--- config.mk ---
export PLATFORM = sky130hd
export DESIGN_NAME = pcie_ingress_ctrl_flat
export DESIGN_NICKNAME = d
export VERILOG_FILES = /design/src/rtl/pcie_ingress_ctrl_if.sv /design/src/rtl/pcie_ingress_ctrl.sv /design/src/flat_wrapper.sv
export SDC_FILE = /design/constraint.sdc
export NUM_CORES = 1
export LEC_CHECK = 0
export BUFFER_PORTS_ARGS = -buffer_cell sky130_fd_sc_hd__clkbuf_2
export CORE_MARGIN = 2
export CORE_UTILIZATION = 40
export DETAILED_ROUTE_END_ITERATION = 10
export PLACE_DENSITY = 0.67
export SKIP_CTS_REPAIR_TIMING = 1
export SYNTH_ARGS = -nofsm -noshare
export SYNTH_HDL_FRONTEND = slang
export SYNTH_SLANG_ARGS = --single-unit
--- constraint.sdc ---
create_clock -name clk -period 7.2 [get_ports clk]
set_input_delay 0.36 -clock clk [delete_from_list [all_inputs] [get_ports clk]]
set_output_delay 0.36 -clock clk [all_outputs]
set_load 0.01 [all_outputs]
--- src/rtl/pcie_ingress_ctrl_if.sv ---
// Source-side handshake bundle for the PCIe ingress flow controller.
// The traffic source drives valid/data through the master modport, and the
// controller answers with ready through the slave modport.
interface pcie_ingress_ctrl_if #(
    parameter int DATA_WIDTH = 6
);
    logic                  src_valid;
    logic [DATA_WIDTH-1:0] src_data;
    logic                  src_ready;

    modport master (
        output src_valid,
        output src_data,
        input  src_ready
    );

    modport slave (
        input  src_valid,
        input  src_data,
        output src_ready
    );
endinterface

--- src/rtl/pcie_ingress_ctrl.sv ---
// Ingress flow controller in front of the PCIe transaction block's main FIFO.
// Words from the source land in a small circular skid buffer and are drained
// one per cycle into push/data_in_principal. Draining stops while the main
// FIFO asks for a pause or the init window is open. The block also reports
// its FSM state, idle/error status and a running count of pushed words.
module pcie_ingress_ctrl #(
    parameter int DATA_WIDTH = 6,
    parameter int DEPTH      = 4,
    parameter int PTR_WIDTH  = 2
) (
    input  logic                   clk,
    input  logic                   reset,
    input  logic                   init,
    pcie_ingress_ctrl_if.slave     src,
    input  logic                   pausa_mf,
    output logic                   push,
    output logic [DATA_WIDTH-1:0]  data_in_principal,
    output logic [PTR_WIDTH:0]     buf_count,
    output logic [7:0]             sent_count,
    output logic [1:0]             state,
    output logic                   idle_out,
    output logic                   error_out
);

    typedef enum logic [1:0] {
        ST_RESET  = 2'd0,
        ST_INIT   = 2'd1,
        ST_IDLE   = 2'd2,
        ST_ACTIVE = 2'd3
    } state_t;

    localparam int CNT_W = PTR_WIDTH + 1;
    localparam logic [PTR_WIDTH:0]   FULL_COUNT = CNT_W'(DEPTH);
    localparam logic [PTR_WIDTH:0]   CNT_ONE    = CNT_W'(1);
    localparam logic [PTR_WIDTH-1:0] PTR_ONE    = PTR_WIDTH'(1);

    state_t                state_reg;
    state_t                state_next;
    logic [DATA_WIDTH-1:0] mem [DEPTH];
    logic [PTR_WIDTH-1:0]  wr_ptr_reg;
    logic [PTR_WIDTH-1:0]  rd_ptr_reg;
    logic [PTR_WIDTH:0]    count_reg;
    logic [PTR_WIDTH:0]    count_next;
    logic                  push_reg;
    logic [DATA_WIDTH-1:0] data_reg;
    logic [7:0]            sent_reg;
    logic                  idle_reg;
    logic                  error_reg;
    logic                  ready;
    logic                  accept;
    logic                  drain;

    // Handshake and drain qualifiers. Ready looks only at the current
    // occupancy, so a full buffer refuses a word even when a drain happens
    // in the same cycle (no bypass path).
    always_comb begin
        ready  = ((state_reg == ST_IDLE) || (state_reg == ST_ACTIVE))
                 && (count_reg < FULL_COUNT) && !init && !reset;
        accept = src.src_valid && ready;
        drain  = (state_reg == ST_ACTIVE) && (count_reg != '0)
                 && !pausa_mf && !init;
    end

    assign src.src_ready = ready;

    // Occupancy after this edge; a simultaneous accept and drain cancel out.
    always_comb begin
        count_next = count_reg;
        case ({accept, drain})
            2'b10:   count_next = count_reg + CNT_ONE;
            2'b01:   count_next = count_reg - CNT_ONE;
            default: count_next = count_reg;
        endcase
    end

    // Next FSM state. An open init window overrides everything except the
    // mandatory RESET -> INIT step; buffered words stay put across it.
    always_comb begin
        state_next = state_reg;
        if (state_reg == ST_RESET) begin
            state_next = ST_INIT;
        end else if (init) begin
            state_next = ST_INIT;
        end else begin
            case (state_reg)
                ST_INIT:   state_next = (count_reg != '0) ? ST_ACTIVE : ST_IDLE;
                ST_IDLE:   if (accept) state_next = ST_ACTIVE;
                ST_ACTIVE: if (count_next == '0) state_next = ST_IDLE;
                default:   state_next = state_reg;
            endcase
        end
    end

    // Skid-buffer storage: written on accept, no reset so it maps onto RAM.
    always_ff @(posedge clk) begin
        if (accept) begin
            mem[wr_ptr_reg] <= src.src_data;
        end
    end

    // FSM, pointers, counters and registered outputs.
    always_ff @(posedge clk) begin
        if (reset) begin
            state_reg  <= ST_RESET;
            wr_ptr_reg <= '0;
            rd_ptr_reg <= '0;
            count_reg  <= '0;
            push_reg   <= 1'b0;
            data_reg   <= '0;
            sent_reg   <= 8'd0;
            idle_reg   <= 1'b0;
            error_reg  <= 1'b0;
        end else begin
            state_reg <= state_next;
            idle_reg  <= (state_next == ST_IDLE);
            count_reg <= count_next;
            push_reg  <= drain;
            if (accept) begin
                wr_ptr_reg <= wr_ptr_reg + PTR_ONE;
            end
            if (drain) begin
                data_reg   <= mem[rd_ptr_reg];
                rd_ptr_reg <= rd_ptr_reg + PTR_ONE;
                sent_reg   <= sent_reg + 8'd1;
            end
            // A source presenting data during configuration is a protocol
            // violation; the flag stays up until the next reset.
            if (src.src_valid && (state_reg == ST_INIT)) begin
                error_reg <= 1'b1;
            end
        end
    end

    assign state             = state_reg;
    assign push              = push_reg;
    assign data_in_principal = data_reg;
    assign buf_count         = count_reg;
    assign sent_count        = sent_reg;
    assign idle_out          = idle_reg;
    assign error_out         = error_reg;

endmodule
--- src/flat_wrapper.sv ---
// flat-port wrapper written by rule: the top's interface ports become plain ports
module pcie_ingress_ctrl_flat 
#(
    parameter int DATA_WIDTH = 6,
    parameter int DEPTH      = 4,
    parameter int PTR_WIDTH  = 2
)
  (clk, reset, init, pausa_mf, push, data_in_principal, buf_count, sent_count, state, idle_out, error_out, src_src_valid, src_src_data, src_src_ready);
  pcie_ingress_ctrl_if #(.DATA_WIDTH(DATA_WIDTH)) src_i ();
  input  logic clk;
  input  logic reset;
  input  logic init;
  input  logic pausa_mf;
  output logic push;
  output logic [DATA_WIDTH-1:0] data_in_principal;
  output logic [PTR_WIDTH:0] buf_count;
  output logic [7:0] sent_count;
  output logic [1:0] state;
  output logic idle_out;
  output logic error_out;
  input wire logic [$bits(src_i.src_valid)-1:0] src_src_valid;
  input wire logic [$bits(src_i.src_data)-1:0] src_src_data;
  output wire logic [$bits(src_i.src_ready)-1:0] src_src_ready;
  assign src_i.src_valid = src_src_valid;
  assign src_i.src_data = src_src_data;
  assign src_src_ready = src_i.src_ready;
  pcie_ingress_ctrl #(.DATA_WIDTH(DATA_WIDTH), .DEPTH(DEPTH), .PTR_WIDTH(PTR_WIDTH)) u_core (.clk(clk), .reset(reset), .init(init), .src(src_i), .pausa_mf(pausa_mf), .push(push), .data_in_principal(data_in_principal), .buf_count(buf_count), .sent_count(sent_count), .state(state), .idle_out(idle_out), .error_out(error_out));
endmodule
# Yosys cells after proc, flatten, opt, wreduce, memory -nomap -nowiden
# Memory sizes are Yosys's and may differ from the RTL's. A register that Yosys moved wholly into a read port is not among the register bits.
# Cells that the tools add are included.
dict set report totals {
  register_bits 20
  ram_bits 24
  mem_count 1
}
dict set report op_classes {
  addsub 5
  order_cmp 1
  n_eq_ne 6
  n_mux 9
  n_reduce_logical 15
}
# memory words width rd rd_clocked_by_memory_dff write_ports line_no
set memory_table {}
lappend memory_table {u_core.mem 4 6 1 1 1 pcie_ingress_ctrl.sv:39} ;# logic [DATA_WIDTH-1:0] mem [DEPTH];
# cell n
set op_table {}
lappend op_table {{8-bit by 1-bit adder with 8-bit output (second input constant)} 1}
lappend op_table {{2-bit equality test (second input constant)} 4}
lappend op_table {{1-bit logical AND} 8}
lappend op_table {{2-bit two-way mux} 4}
lappend op_table {{2-bit one-hot mux with 3 select lines} 1}
lappend op_table {{3-bit one-hot mux with 2 select lines} 1}
lappend op_table {{2-bit by 1-bit adder with 2-bit output (second input constant)} 2}
lappend op_table {{2-bit by 1-bit equality test with 1-bit output (second input constant)} 2}
lappend op_table {{3-bit by 1-bit adder with 3-bit output (second input constant)} 1}
lappend op_table {{1-bit logical NOT} 3}
lappend op_table {{3-bit logical NOT} 1}
lappend op_table {{3-bit less-than comparator (second input constant)} 1}
lappend op_table {{1-bit two-way mux} 3}
lappend op_table {{3-bit nonzero test} 1}
lappend op_table {{3-bit by 1-bit subtractor with 3-bit output (second input constant)} 1}
lappend op_table {{2-bit logical NOT} 1}
lappend op_table {{1-bit logical OR} 1}

# Depth between registers and ports, before layout
dict set report logic_depth {
  ltp_word 14
  ltp_mapped 11
  ltp_nobuf 10
}

# Worst setup path after synthesis
# OpenSTA, ideal clock, no wires.
dict set report synth_timing {
  path_kind {input-to-reg}
  from {input reset}
  to {register u_core.state_reg[0] (netlist: u_core.state[0])}
  arrival_time_ps 2603
  required_time_ps 7141
  slack_ps 4538
  path_stages 11
  path_buffers 1
  path_cell_list {clkbuf_1 nor4b_2 and2_1 inv_1 ha_1 inv_1 fa_1 nor2b_1 a22o_1 a41oi_1 o31a_1}
}
dict set report synth_via {
  elab_chain_len 10
  elab_cells_between_ends 12
  cone_classes {eq/ne (2); mux (6); reduce/logical (4)}
}
# item line_no
set synth_lines {}
lappend synth_lines {{from (decl)} flat_wrapper.sv:11} ;# input logic reset;
lappend synth_lines {{1-bit logical NOT *} pcie_ingress_ctrl.sv:58} ;# && (count_reg < FULL_COUNT) && !init && !reset;
lappend synth_lines {{1-bit logical AND *} pcie_ingress_ctrl.sv:58}
lappend synth_lines {{via src_src_ready} flat_wrapper.sv:23} ;# output wire logic [$bits(src_i.src_ready)-1:0] src_src_ready;
lappend synth_lines {{1-bit logical AND *} pcie_ingress_ctrl.sv:59} ;# accept = src.src_valid && ready;
lappend synth_lines {{2-bit by 1-bit equality test with 1-bit output or 2-bit equality test (tied branches)} pcie_ingress_ctrl.sv:69} ;# case ({accept, drain})
lappend synth_lines {{3-bit one-hot mux with 2 select lines} pcie_ingress_ctrl.sv:69}
lappend synth_lines {{3-bit logical NOT} pcie_ingress_ctrl.sv:88} ;# ST_ACTIVE: if (count_next == '0) state_next = ST_IDLE;
lappend synth_lines {{2-bit two-way mux} pcie_ingress_ctrl.sv:88}
lappend synth_lines {{2-bit one-hot mux with 3 select lines *} pcie_ingress_ctrl.sv:85} ;# case (state_reg)
lappend synth_lines {{2-bit two-way mux *} pcie_ingress_ctrl.sv:82} ;# end else if (init) begin
lappend synth_lines {{2-bit two-way mux *} pcie_ingress_ctrl.sv:80} ;# if (state_reg == ST_RESET) begin
lappend synth_lines {{to (signal assigned)} pcie_ingress_ctrl.sv:114} ;# state_reg <= state_next;
lappend synth_lines {{to (decl)} pcie_ingress_ctrl.sv:37} ;# state_t state_reg;
# The timed path passes the listed nets; every way through them passes the cells marked *.
# A chain may end at the register's enable or synchronous reset.

# Final worst setup path
dict set report layout_timing {
  from {register u_core.state_reg[0] (netlist: u_core.state[0])}
  to {register u_core.state_reg[0] (netlist: u_core.state[0])}
}
dict set report layout_via {
  elab_cells_between_ends 21
  cone_classes {eq/ne (5); mux (6); reduce/logical (10)}
}
# item line_no
set layout_lines {}
lappend layout_lines {{2-bit equality test *} pcie_ingress_ctrl.sv:60} ;# drain = (state_reg == ST_ACTIVE) && (count_reg != '0)
lappend layout_lines {{1-bit logical AND *} pcie_ingress_ctrl.sv:60}
lappend layout_lines {{1-bit logical AND * (2 in series)} pcie_ingress_ctrl.sv:61} ;# && !pausa_mf && !init;
lappend layout_lines {{via u_core.drain} pcie_ingress_ctrl.sv:51} ;# logic drain;
lappend layout_lines {{2-bit by 1-bit equality test with 1-bit output or 2-bit equality test (tied branches)} pcie_ingress_ctrl.sv:69}
lappend layout_lines {{3-bit one-hot mux with 2 select lines *} pcie_ingress_ctrl.sv:69}
lappend layout_lines {{3-bit logical NOT *} pcie_ingress_ctrl.sv:88}
lappend layout_lines {{2-bit two-way mux *} pcie_ingress_ctrl.sv:88}
lappend layout_lines {{2-bit one-hot mux with 3 select lines *} pcie_ingress_ctrl.sv:85}
lappend layout_lines {{2-bit two-way mux *} pcie_ingress_ctrl.sv:82}
lappend layout_lines {{2-bit two-way mux *} pcie_ingress_ctrl.sv:80}
# Marked as above.

==> flow_summary.ini <==
[logic_synthesis]
syn_area_per_cell_um2 = 12.2
yosys_warnings = 0
synth_xor_xnor_area_share_pct = 4.30
synthAdderAreaFrac_pct = 4.67
synth-simple-area-share_pct = 14.4
async_flop_share_pct = 0
synth_top_family_by_area = simple AND/OR/NAND/NOR gates
synth-seq-area-share_pct = 60.9
synth.distinct_cells = 36
synth_nets = 185
synth_compound_area_share_pct = 6.02
syn_inst = 167
synth_edf_count = 24
synth_seq_cells = 50
syn_area_um2 = 2040
synth.area.mux_share_pct = 6.63
synth_ff_type = dfxtp_1

[timing]
finalSetupViolCount = 0
finalCritPeriodShare_pct = 39.0
tns_ps = 0
worst_slew_pin_slew_ps = 569
rsz0062_at_grt = no
hold_ws_ps = 284
period_needed_ps = 2810
hold_viol = 0
drv_slew = 0
timing.clock.skew_ps = 6.50
max_freq_mhz = 356
fin_ws_ps = 4390
slew_headroom_pct = 62.1

[outcome]
status = complete, no violations

[drt]
dr.pass1.iters = 4
drc = 0
vias = 1317
wirelength_mm = 3.54
drt_iter0_markers = 71
vias_per_cell = 4.91
ant_nets = 0
routedWlPerCell_um = 13.2

[finish]
fill_cells = 453
largest_reg_flops = 24
antenna_cells = 0
seq_area_um2 = 1240
drive_gt1_share_pct = 24.4
top_register = u_core.mem
fin_nets = 218
multi_input_area_um2 = 733
area_growth_pct = 16.0

[power]
pwr-share-comb_pct = 3.0
p_sw_share_pct = 18.8
power.internal_mw = 0.409
pwr-share-seq_pct = 59.7
peakVddDrop_mv = 0.121
p_sw_mw = 0.0949
power_density_nw_per_um2 = 213
power.leakage_nw = 0.865
clkPwrFrac_pct = 37.2

[clocking]
insertion_delay_ps = 290
cts_sinks = 50
root_buffer = clkbuf_8
cts_buffers = 5
clk_pin_slew_worst_paths_ps = 90
cts_tree = yes
cts.htree.levels = 2
cts.path.max_buffers = 2

[global_route]
grt_max_degree = 29
antenna_found_initial = 0
grt_pass1_wl_mm = 5.82
grt_pass1_vias = 1209
grt.total_usage_pct = 14.0
grt_overflow = 0

[worst_hold_path]
hold_path_class = input pin to flip-flop
hold_depth = 1
hp-start = src_src_data[5]

[die]
core_area_um2 = 4820
die-width_um = 75.4
num_io_pins = 34
die_h_um = 75.4
initial_core_util_pct = 42.3
fp-row-count = 25
die_area_um2 = 5680

[placed_design]
pre_cts_slack_ps = 4140
gp_congestion = 0.756
place_hpwl_mm = 2.52
io_buffers = 33

[setup_path]
crit_type = flip-flop to flip-flop
reg2reg_from = u_core.state[0]
start_kind = flip-flop
reg2regPathDepth = 10
critPathMaxFanout = 13
startpoint = u_core.state[0]
required_ps = 7450
endpoint_kind = flip-flop
cp.arrival_ps = 3060

[run]
maxCapViolCount = 0
==> routing by layer <==
metal  vias to the layer above  GRT usage [%]  routed length, um
li1                        662              -                  -
met1                       618           19.5               1710
met2                        30           20.9               1630
met3                         7           4.37                152
met4                         0           4.68                 52
met5                         -              0                  0
==> worst max-delay path: stages (launching register included) <==
cell,delay (ps)
dfxtp_1,440
and4bb_2,350
nand2_2,180
inv_2,210
ha_1,210
inv_1,60
fa_1,370
xor2_1,160
or3_1,330
a41oi_1,280
o31a_1,160
==> cells by family (layout without fill, tap and decap cells) <==
group                      after synthesis  count (layout)
AOI/OAI and AO/OA                       21              21
muxes                                    6               6
DFF                                     50              50
adders and majority gates                7               7
and+or+nand+nor                         57              57
xor gates and xnor gates                10              10
buffers and inverters                   16              50
==> worst paths after layout <==
path | end | slack (ps)
hold reg to reg | u_core.data_in_principal[3] | 460
setup / recovery | u_core.state[0] | 4390
setup reg to reg | u_core.state[0] | 4390
hold / removal | u_core.mem[0][5] | 280
==> power groups by stage <==
stage          Combinational [mW]  Sequential [mW]  Clock [mW]
4_1_cts                    0.0154            0.301       0.194
6_report                   0.0153            0.301       0.188
5_1_grt                    0.0173            0.302       0.207
2_1_floorplan             0.00721            0.308           0
3_5_place_dp               0.0153            0.308           0
3_3_place_gp               0.0149            0.308           0
==> area by class of cell <==
type                            count  share of cell area [%]
Inverter                            9                    1.43
Tap cell                           67                    3.55
Sequential cell                    50                    52.5
Multi-Input combinational cell    101                    31.0
Clock inverter                      1                    1.27
Clock buffer                        7                    3.23
Timing Repair Buffer               33                    6.99
==> through the flow <==
| step | instances | util (%) | power, mW | instance area [um2] |
|---|---|---|---|---|
| after global placement | 260 | 46.9 | 0.323 | 2260 |
| final | 268 | 49.1 | 0.504 | 2360 |
| after detailed placement | 260 | 46.9 | 0.323 | 2260 |
| after global routing | 268 | 49.1 | 0.526 | 2360 |
| after CTS | 268 | 49.1 | 0.510 | 2360 |
| after floorplan | 167 | - | 0.315 | 2040 |
==> layout by cell type (no fill, tap or decap) <==
master and n:
xnor2_1 3, edfxtp_1 24, nor3_1 2, fa_1 1
and4bb_2 1, ha_1 6, nand3_1 3, clkbuf_1 2
a31oi_1 1, clkbuf_8 5, o31ai_1 1, clkbuf_2 33
and4_1 1, nor3b_1 1, nand4_1 3, nor4b_2 1
mux4_2 6, nand2_1 18, inv_1 8, nor4_1 1
a41oi_1 1, and2_1 3, inv_2 1, nor2b_1 1
o31a_1 1, or3_1 3, or4_1 1, bufinv_16 1
nor2_1 13, nand2_2 1, a21oi_1 12, a211oi_1 1
a22o_1 1, xor2_1 7, o21ai_0 3, and3_1 4
dfxtp_1 26
==> synth_stat cells, types with 4 or more instances <==
cell type | number | share of area [%]
mux4_2 | 6 | 6.6
and3_1 | 4 | 1.2
xor2_1 | 7 | 3.0
edfxtp_1 | 24 | 35
a21oi_1 | 12 | 2.9
inv_1 | 8 | 1.5
dfxtp_1 | 26 | 26
nor2_1 | 13 | 2.4
ha_1 | 6 | 3.7
nand2_1 | 18 | 3.3
Note: power is estimated with default switching activity, not from simulation.
